[config.mk]
export PLATFORM = sky130hd
export DESIGN_NAME = capture_sequencer_flat
export DESIGN_NICKNAME = d
export VERILOG_FILES = /design/src/rtl/capture_sequencer_pkg.sv /design/src/rtl/capture_sequencer_if.sv /design/src/rtl/capture_sequencer_trigger_detect.sv /design/src/rtl/capture_sequencer.sv /design/src/flat_wrapper.sv
export SDC_FILE = /design/constraint.sdc
export NUM_CORES = 1
export LEC_CHECK = 0
export BUFFER_PORTS_ARGS = -buffer_cell sky130_fd_sc_hd__buf_2
export CORE_ASPECT_RATIO = 2
export CORE_MARGIN = 4
export CORE_UTILIZATION = 50
export CTS_CLUSTER_SIZE = 14
export DETAILED_ROUTE_END_ITERATION = 12
export PLACE_DENSITY = 0.72
export SYNTH_ARGS = -nofsm -noshare
export SYNTH_HDL_FRONTEND = slang
export SYNTH_SLANG_ARGS = --single-unit
export TNS_END_PERCENT = 1
[constraint.sdc]
create_clock -name clk -period 5.85 [get_ports clk]
set_input_delay 0.585 -clock clk [delete_from_list [all_inputs] [get_ports clk]]
set_output_delay 0.585 -clock clk [all_outputs]
set_load 0.02 [all_outputs]
[src/rtl/capture_sequencer_pkg.sv]
// Shared constants and encodings for the capture sequencer: widths, channel
// offsets inside the packed sample word, and the FSM state and trigger mode enums.
package capture_pkg;

  localparam int DATA_W = 32;
  localparam int CH_W   = 12;
  localparam int LEN_W  = 16;
  localparam int DEC_W  = 8;
  localparam int TMO_W  = 24;

  localparam int CH1_LSB = 0;
  localparam int CH2_LSB = 16;

  typedef enum logic [1:0] {
    ST_IDLE    = 2'b00,
    ST_ARMED   = 2'b01,
    ST_CAPTURE = 2'b10,
    ST_DONE    = 2'b11
  } state_e;

  typedef enum logic [1:0] {
    MODE_IMMEDIATE = 2'b00,
    MODE_RISING    = 2'b01,
    MODE_FALLING   = 2'b10,
    MODE_EITHER    = 2'b11
  } mode_e;

endpackage

[src/rtl/capture_sequencer_if.sv]
// Sample path bundle: the source stream entering the sequencer, the decimated
// stream leaving it toward storage, and the storage-full indication.
interface capture_sequencer_if;
  import capture_pkg::*;

  logic              in_valid;
  logic [DATA_W-1:0] in_data;
  logic              store_complete;
  logic              out_valid;
  logic [DATA_W-1:0] out_data;

  modport master (
    output in_valid, in_data, store_complete,
    input  out_valid, out_data
  );

  modport slave (
    input  in_valid, in_data, store_complete,
    output out_valid, out_data
  );

endinterface

[src/rtl/capture_sequencer_trigger_detect.sv]
// Level/slope trigger on the selected channel with a forced-trigger timeout.
// trig is a single-cycle strobe qualified by in_valid while armed.
module trigger_detect
  import capture_pkg::*;
(
  input  logic             clk,
  input  logic             reset_n,
  input  logic             clear,
  input  logic             armed,
  input  logic             in_valid,
  input  logic [CH_W-1:0]  ch1,
  input  logic [CH_W-1:0]  ch2,
  input  mode_e            mode,
  input  logic             chan,
  input  logic [CH_W-1:0]  level,
  input  logic [TMO_W-1:0] timeout,
  output logic             trig,
  output logic             timed_out
);

  logic [CH_W-1:0]  cur;
  logic [CH_W-1:0]  prev;
  logic             prev_valid;
  logic [TMO_W-1:0] tmo_cnt;
  logic             expired;
  logic             rise;
  logic             fall;
  logic             natural;
  logic             tmo_hit;

  // NOTE: every always_comb output is assigned on every path (defaults or full
  // case with default) so synthesis never infers a latch.
  always_comb begin
    cur  = chan ? ch2 : ch1;
    rise = prev_valid && (prev < level) && (cur >= level);
    fall = prev_valid && (prev >= level) && (cur < level);
    case (mode)
      MODE_IMMEDIATE: natural = 1'b1;
      MODE_RISING:    natural = rise;
      MODE_FALLING:   natural = fall;
      MODE_EITHER:    natural = rise || fall;
      default:        natural = 1'b0;
    endcase
    tmo_hit   = (timeout != '0) && (tmo_cnt == timeout);
    trig      = armed && in_valid && (natural || expired || tmo_hit);
    // A genuine edge in the same sample as expiry is reported as a real trigger.
    timed_out = trig && !natural;
  end

  // NOTE: sequential state uses non-blocking assignments only, so every flop
  // samples the pre-edge value of every other flop regardless of block order.
  always_ff @(posedge clk or negedge reset_n) begin
    if (!reset_n) begin
      prev       <= '0;
      prev_valid <= 1'b0;
      tmo_cnt    <= '0;
      expired    <= 1'b0;
    end else if (clear) begin
      prev_valid <= 1'b0;
      tmo_cnt    <= '0;
      expired    <= 1'b0;
    end else if (armed) begin
      if (in_valid) begin
        prev       <= cur;
        prev_valid <= 1'b1;
      end
      // Expiry is remembered so the forced trigger waits for the next sample.
      if (tmo_hit) begin
        tmo_cnt <= '0;
        expired <= 1'b1;
      end else if (timeout != '0) begin
        tmo_cnt <= tmo_cnt + TMO_W'(1);
      end
    end
  end

endmodule

[src/rtl/capture_sequencer.sv]
// Arm/trigger/capture sequencer: waits for a trigger, then forwards a programmed
// number of decimated samples to storage and reports sticky status to the host.
module capture_sequencer
  import capture_pkg::*;
(
  input  logic               clk,
  input  logic               reset_n,
  capture_sequencer_if.slave bus,
  input  logic               cfg_arm,
  input  logic               cfg_abort,
  input  logic [1:0]         cfg_mode,
  input  logic               cfg_chan,
  input  logic [CH_W-1:0]    cfg_level,
  input  logic [DEC_W-1:0]   cfg_decim,
  input  logic [LEN_W-1:0]   cfg_length,
  input  logic [TMO_W-1:0]   cfg_timeout,
  input  logic               cfg_rearm,
  output logic [1:0]         status_state,
  output logic               status_triggered,
  output logic               status_timed_out,
  output logic [LEN_W-1:0]   status_count,
  output logic               done_pulse
);

  state_e            state;
  mode_e             mode_q;
  logic              chan_q;
  logic [CH_W-1:0]   level_q;
  logic [DEC_W-1:0]  decim_q;
  logic [LEN_W-1:0]  length_q;
  logic [TMO_W-1:0]  timeout_q;
  logic              rearm_q;
  logic [DEC_W-1:0]  phase_q;

  logic              arm_go;
  logic              rearm_go;
  logic              det_clear;
  logic              fwd;
  logic [LEN_W-1:0]  count_inc;
  logic              trig;
  logic              trig_timed_out;

  assign arm_go       = (state == ST_IDLE) && cfg_arm && !cfg_abort;
  assign rearm_go     = (state == ST_DONE) && rearm_q && !cfg_abort;
  assign det_clear    = arm_go || rearm_go;
  assign fwd          = bus.in_valid && (phase_q == '0);
  assign count_inc    = status_count + LEN_W'(1);
  assign status_state = state;

  trigger_detect u_trigger_detect (
    .clk       (clk),
    .reset_n   (reset_n),
    .clear     (det_clear),
    .armed     (state == ST_ARMED),
    .in_valid  (bus.in_valid),
    .ch1       (bus.in_data[CH1_LSB +: CH_W]),
    .ch2       (bus.in_data[CH2_LSB +: CH_W]),
    .mode      (mode_q),
    .chan      (chan_q),
    .level     (level_q),
    .timeout   (timeout_q),
    .trig      (trig),
    .timed_out (trig_timed_out)
  );

  always_ff @(posedge clk or negedge reset_n) begin
    if (!reset_n) begin
      state            <= ST_IDLE;
      mode_q           <= MODE_IMMEDIATE;
      chan_q           <= 1'b0;
      level_q          <= '0;
      decim_q          <= '0;
      length_q         <= '0;
      timeout_q        <= '0;
      rearm_q          <= 1'b0;
      phase_q          <= '0;
      bus.out_valid    <= 1'b0;
      bus.out_data     <= '0;
      status_triggered <= 1'b0;
      status_timed_out <= 1'b0;
      status_count     <= '0;
      done_pulse       <= 1'b0;
    end else begin
      bus.out_valid <= 1'b0;
      done_pulse    <= 1'b0;

      // Arm and re-arm share the same status/phase initialisation.
      if (det_clear) begin
        status_triggered <= 1'b0;
        status_timed_out <= 1'b0;
        status_count     <= '0;
        phase_q          <= '0;
      end

      case (state)
        ST_IDLE: begin
          if (arm_go) begin
            mode_q    <= mode_e'(cfg_mode);
            chan_q    <= cfg_chan;
            level_q   <= cfg_level;
            decim_q   <= cfg_decim;
            length_q  <= cfg_length;
            timeout_q <= cfg_timeout;
            rearm_q   <= cfg_rearm;
            state     <= ST_ARMED;
          end
        end

        ST_ARMED: begin
          if (cfg_abort) begin
            state <= ST_IDLE;
          end else if (trig) begin
            status_triggered <= 1'b1;
            status_timed_out <= trig_timed_out;
            if (length_q == '0) begin
              state      <= ST_DONE;
              done_pulse <= 1'b1;
            end else begin
              // The triggering sample is decimation phase 0 of the capture.
              bus.out_valid <= 1'b1;
              bus.out_data  <= bus.in_data;
              status_count  <= LEN_W'(1);
              phase_q       <= (decim_q == '0) ? '0 : DEC_W'(1);
              if (length_q == LEN_W'(1)) begin
                state      <= ST_DONE;
                done_pulse <= 1'b1;
              end else begin
                state <= ST_CAPTURE;
              end
            end
          end
        end

        ST_CAPTURE: begin
          if (cfg_abort) begin
            state <= ST_IDLE;
          end else begin
            if (bus.in_valid) begin
              phase_q <= (phase_q == decim_q) ? '0 : phase_q + DEC_W'(1);
            end
            if (fwd) begin
              bus.out_valid <= 1'b1;
              bus.out_data  <= bus.in_data;
              status_count  <= count_inc;
            end
            if (bus.store_complete || (fwd && (count_inc == length_q))) begin
              state      <= ST_DONE;
              done_pulse <= 1'b1;
            end
          end
        end

        ST_DONE: begin
          state <= rearm_go ? ST_ARMED : ST_IDLE;
        end

        default: state <= ST_IDLE;
      endcase
    end
  end

endmodule

[src/flat_wrapper.sv]
// flat-port wrapper written by rule: the top's interface ports become plain ports
module capture_sequencer_flat import capture_pkg::*;
  (clk, reset_n, cfg_arm, cfg_abort, cfg_mode, cfg_chan, cfg_level, cfg_decim, cfg_length, cfg_timeout, cfg_rearm, status_state, status_triggered, status_timed_out, status_count, done_pulse, bus_in_valid, bus_in_data, bus_store_complete, bus_out_valid, bus_out_data);
  capture_sequencer_if bus_i ();
  input  logic clk;
  input  logic reset_n;
  input  logic cfg_arm;
  input  logic cfg_abort;
  input  logic [1:0] cfg_mode;
  input  logic cfg_chan;
  input  logic [CH_W-1:0] cfg_level;
  input  logic [DEC_W-1:0] cfg_decim;
  input  logic [LEN_W-1:0] cfg_length;
  input  logic [TMO_W-1:0] cfg_timeout;
  input  logic cfg_rearm;
  output logic [1:0] status_state;
  output logic status_triggered;
  output logic status_timed_out;
  output logic [LEN_W-1:0] status_count;
  output logic done_pulse;
  input wire logic [$bits(bus_i.in_valid)-1:0] bus_in_valid;
  input wire logic [$bits(bus_i.in_data)-1:0] bus_in_data;
  input wire logic [$bits(bus_i.store_complete)-1:0] bus_store_complete;
  output wire logic [$bits(bus_i.out_valid)-1:0] bus_out_valid;
  output wire logic [$bits(bus_i.out_data)-1:0] bus_out_data;
  assign bus_i.in_valid = bus_in_valid;
  assign bus_i.in_data = bus_in_data;
  assign bus_i.store_complete = bus_store_complete;
  assign bus_out_valid = bus_i.out_valid;
  assign bus_out_data = bus_i.out_data;
  capture_sequencer u_core (.clk(clk), .reset_n(reset_n), .bus(bus_i), .cfg_arm(cfg_arm), .cfg_abort(cfg_abort), .cfg_mode(cfg_mode), .cfg_chan(cfg_chan), .cfg_level(cfg_level), .cfg_decim(cfg_decim), .cfg_length(cfg_length), .cfg_timeout(cfg_timeout), .cfg_rearm(cfg_rearm), .status_state(status_state), .status_triggered(status_triggered), .status_timed_out(status_timed_out), .status_count(status_count), .done_pulse(done_pulse));
endmodule
==> results.md <==
- Crit-path max FO: 24
- Slew @ Worst Pin: 1070 ps
- Tot GR Track Use: 0.221
- Arrival @ worst endpoint: 4690 ps
- Sequential area share after synthesis: 0.453
- Minimum clock period: 4390 ps
- Worst-path clk slew: 60 ps
- Crit path cell chain: mux2_2 > ha_1 > nor2b_1 > o211ai_2 > a21oi_1 > a211o_1 > o2111a_2 > nor3_4 > nor3_4 > o21ai_4 > buf_4 > mux2_4
- Design area: 10500 µm²
- Seq pwr share: 0.380
- YS warnings: 0
- Async set-reset flop share out of synthesis: 1.00
- # Post-CTS Setup Buffers: 0
- Cell internal pwr: 3220 µW
- Clk_lat worst skew: 420 ps
- Routed Antenna Nets: 0
- Starting Density: 0.509
- Combinational share of power: 0.402
- CP startpoint kind: flip-flop
- DP Area: 9920 µm²
- RSZ-0062 raised after global routing: false
- First-pass iteration count of the detailed router: 5
- Avg Cell Area, Syn: 11.1 µm²
- DP HPWL: 17100 µm
- Relative slew slack: 0.277
- Data required time at the worst endpoint: 6150 ps
- DIE AREA: 20400 µm²
- Port bufs: 155
- Nets@finish: 1088
- Most frequent cells in the layout: dfrtp_1, buf_2, mux2_2
- DR vias: 6804
- Setup TNS: 0 ps
- # IOs: 156
- Worst Skew: 9.93 ps
- Wire per inst: 18.6 µm
- CP max stage cell: o21ai_4
- Finish-stage setup viols: 0
- Inserted Clock Buffers: 17
- Worst reg-to-reg path cell count: 12
- Mapped Area: 9050 µm²
- Max Clock Freq: 228 MHz
- Setup CP Type: reg -> reg
- Max Cap Viol: 0
- Area grow syn2layout: 16.1%
- CTS tree: done
- Die Ht: 198 µm
- Synthesis-stage register bit count: 164
- Final WL: 21900 µm
- Die Width: 103 µm
- Clock Tree Root: clkbuf_16
- Worst Hold Class: in -> async
- Cell mode on critical path: nor3_4
- Mapped Nets: 948
- RePlAce Congestion: 0.931
- CTS Buffer Depth: 2
- Place WS: 1430 ps
- # DRC: 0
- Vias in the first global route: 7144
- Row cnt: 69
- Maximum VDD drop: 0.253 mV
- Initial antenna violation count: 0
- Fill cells: 1537
- CTS resizes: 0
- Status: completed
- Post-synth EDFFs: 0
- DR iter-0 viols: 289
- Syn Inst Count: 814
- Power density over the cells: 485 nW/µm²
- Layout cells sized above 1: 0.335
- Commonest register cell after synthesis: dfrtp_1
- Leakage: 0.00482 µW
- Hold Slack: 50.2 ps
- First-pass GRT wire length: 35000 µm
- Hold buffer count at CTS: 0
- Distinct cells, synth: 64
- Core footprint: 17800 µm²
- Psw: 1880 µW
- DR vias/cell: 5.77
- CP Capture Type: flip-flop
- Most common cell after layout, fill and taps aside: dfrtp_1
- Post-route setup slack: 1460 ps
- H-tree depth: 4
- Switching Share: 0.369
- CP peak stage delay: 790 ps
- Clk pwr share: 0.218
- Final Max Slew Viols: 0
- Grt total ovfl: 0
- Final period util: 0.750
- Largest net degree at the start of global routing: 69
- Final hold vios: 0
- # clock sinks: 164
- N_diodes: 0
## final timing paths
| path | start | to | slack [ps] |
|---|---|---|---|
| min in group clk | cfg_timeout[20] | u_core.timeout_q[20] | 390 |
| worst max register to register | u_core.chan_q | u_core.bus.out_data[30] | 1460 |
| worst min-delay path | reset_n | u_core.bus.out_data[12] | 50 |
| max in group asynchronous | reset_n | u_core.length_q[12] | 4630 |
| worst max-delay path | u_core.chan_q | u_core.bus.out_data[30] | 1460 |
| worst min register to register | u_core.status_triggered | u_core.status_triggered | 490 |
## metal layers
| metal | vias to the layer above | global-route usage | part of all wire | routed length [µm] |
|---|---|---|---|---|
| li1 | 3202 | - | - | - |
| met3 | 67 | 0.0398 | 0.053 | 1160 |
| met4 | 0 | 0.132 | 0.055 | 1200 |
| met2 | 226 | 0.405 | 0.54 | 11900 |
| met5 | - | 0 | 0 | 0 |
| met1 | 3309 | 0.223 | 0.35 | 7660 |
## cells by family (layout without fill, tap and decap cells)
| kind of cell | Yosys count | count (layout) | synth area share |
|---|---|---|---|
| simple gates | 220 | 220 | 0.128 |
| flops | 164 | 164 | 0.453 |
| compound gates | 131 | 131 | 0.0983 |
| xor+xnor | 74 | 74 | 0.0731 |
| buf+inv | 69 | 221 | 0.0366 |
| mux | 124 | 124 | 0.166 |
| fa+ha+maj | 32 | 32 | 0.0442 |
## flip-flops by register name, summed over array words and instances (netlist names), 8 cells and up
name	flops
u_core.timeout_q	24
u_core.bus.out_data	32
u_core.phase_q	8
u_core.u_trigger_detect.prev	12
u_core.level_q	12
u_core.length_q	16
u_core.u_trigger_detect.tmo_cnt	24
u_core.decim_q	8
u_core.status_count	16
## through the flow
step,total power [µW],instances,util
after floorplan,3460,814,-
after global placement,3960,1148,0.558
after detailed placement,4020,1148,0.558
after CTS,5150,1179,0.591
after global routing,5440,1179,0.591
final,5100,1179,0.591
## power by group through the flow
stage / Combinational [µW] / Clock (µW) / Sequential [µW]
2_1_floorplan: 1470 / 0 / 1990
3_3_place_gp: 2010 / 0 / 1940
3_5_place_dp: 2060 / 0 / 1960
4_1_cts: 2070 / 1140 / 1940
5_1_grt: 2260 / 1190 / 1990
6_report: 2050 / 1110 / 1940
## synthesized netlist by cell type (12+ instances only)
library cell | n | share of area
a22o_1 | 12 | 0.012
clkbuf_1 | 27 | 0.011
a21oi_1 | 28 | 0.015
mux2_4 | 30 | 0.050
o21ai_0 | 40 | 0.022
nor2_1 | 58 | 0.024
nand4_1 | 20 | 0.014
nor4_1 | 13 | 0.0090
nand3_1 | 19 | 0.011
nand2_1 | 46 | 0.019
xnor2_1 | 41 | 0.040
mux2_2 | 88 | 0.11
dfrtp_1 | 164 | 0.45
xor2_1 | 32 | 0.031
ha_1 | 32 | 0.044
inv_1 | 31 | 0.013
and3_1 | 12 | 0.0083
## critical path: cells and delay by family, from the launching register on
kind,cells,cell delay (ps)
AOI/OAI and AO/OA,5,1640
muxes,2,730
DFF,1,680
and+or+nand+nor,3,540
buffers and inverters,1,360
adders and majority gates,1,300
## final cells by class
type,instances,area [µm²],area share
clock buffers,20,467,0.0444
clock inverters,11,124,0.0118
repair buffers,159,812,0.0773
well taps,213,267,0.0254
multi-input cells,581,4620,0.440
inverters,31,116,0.0111
flip-flops and latches,164,4100,0.390
No activity file was read; power rests on OpenSTA's default activity.
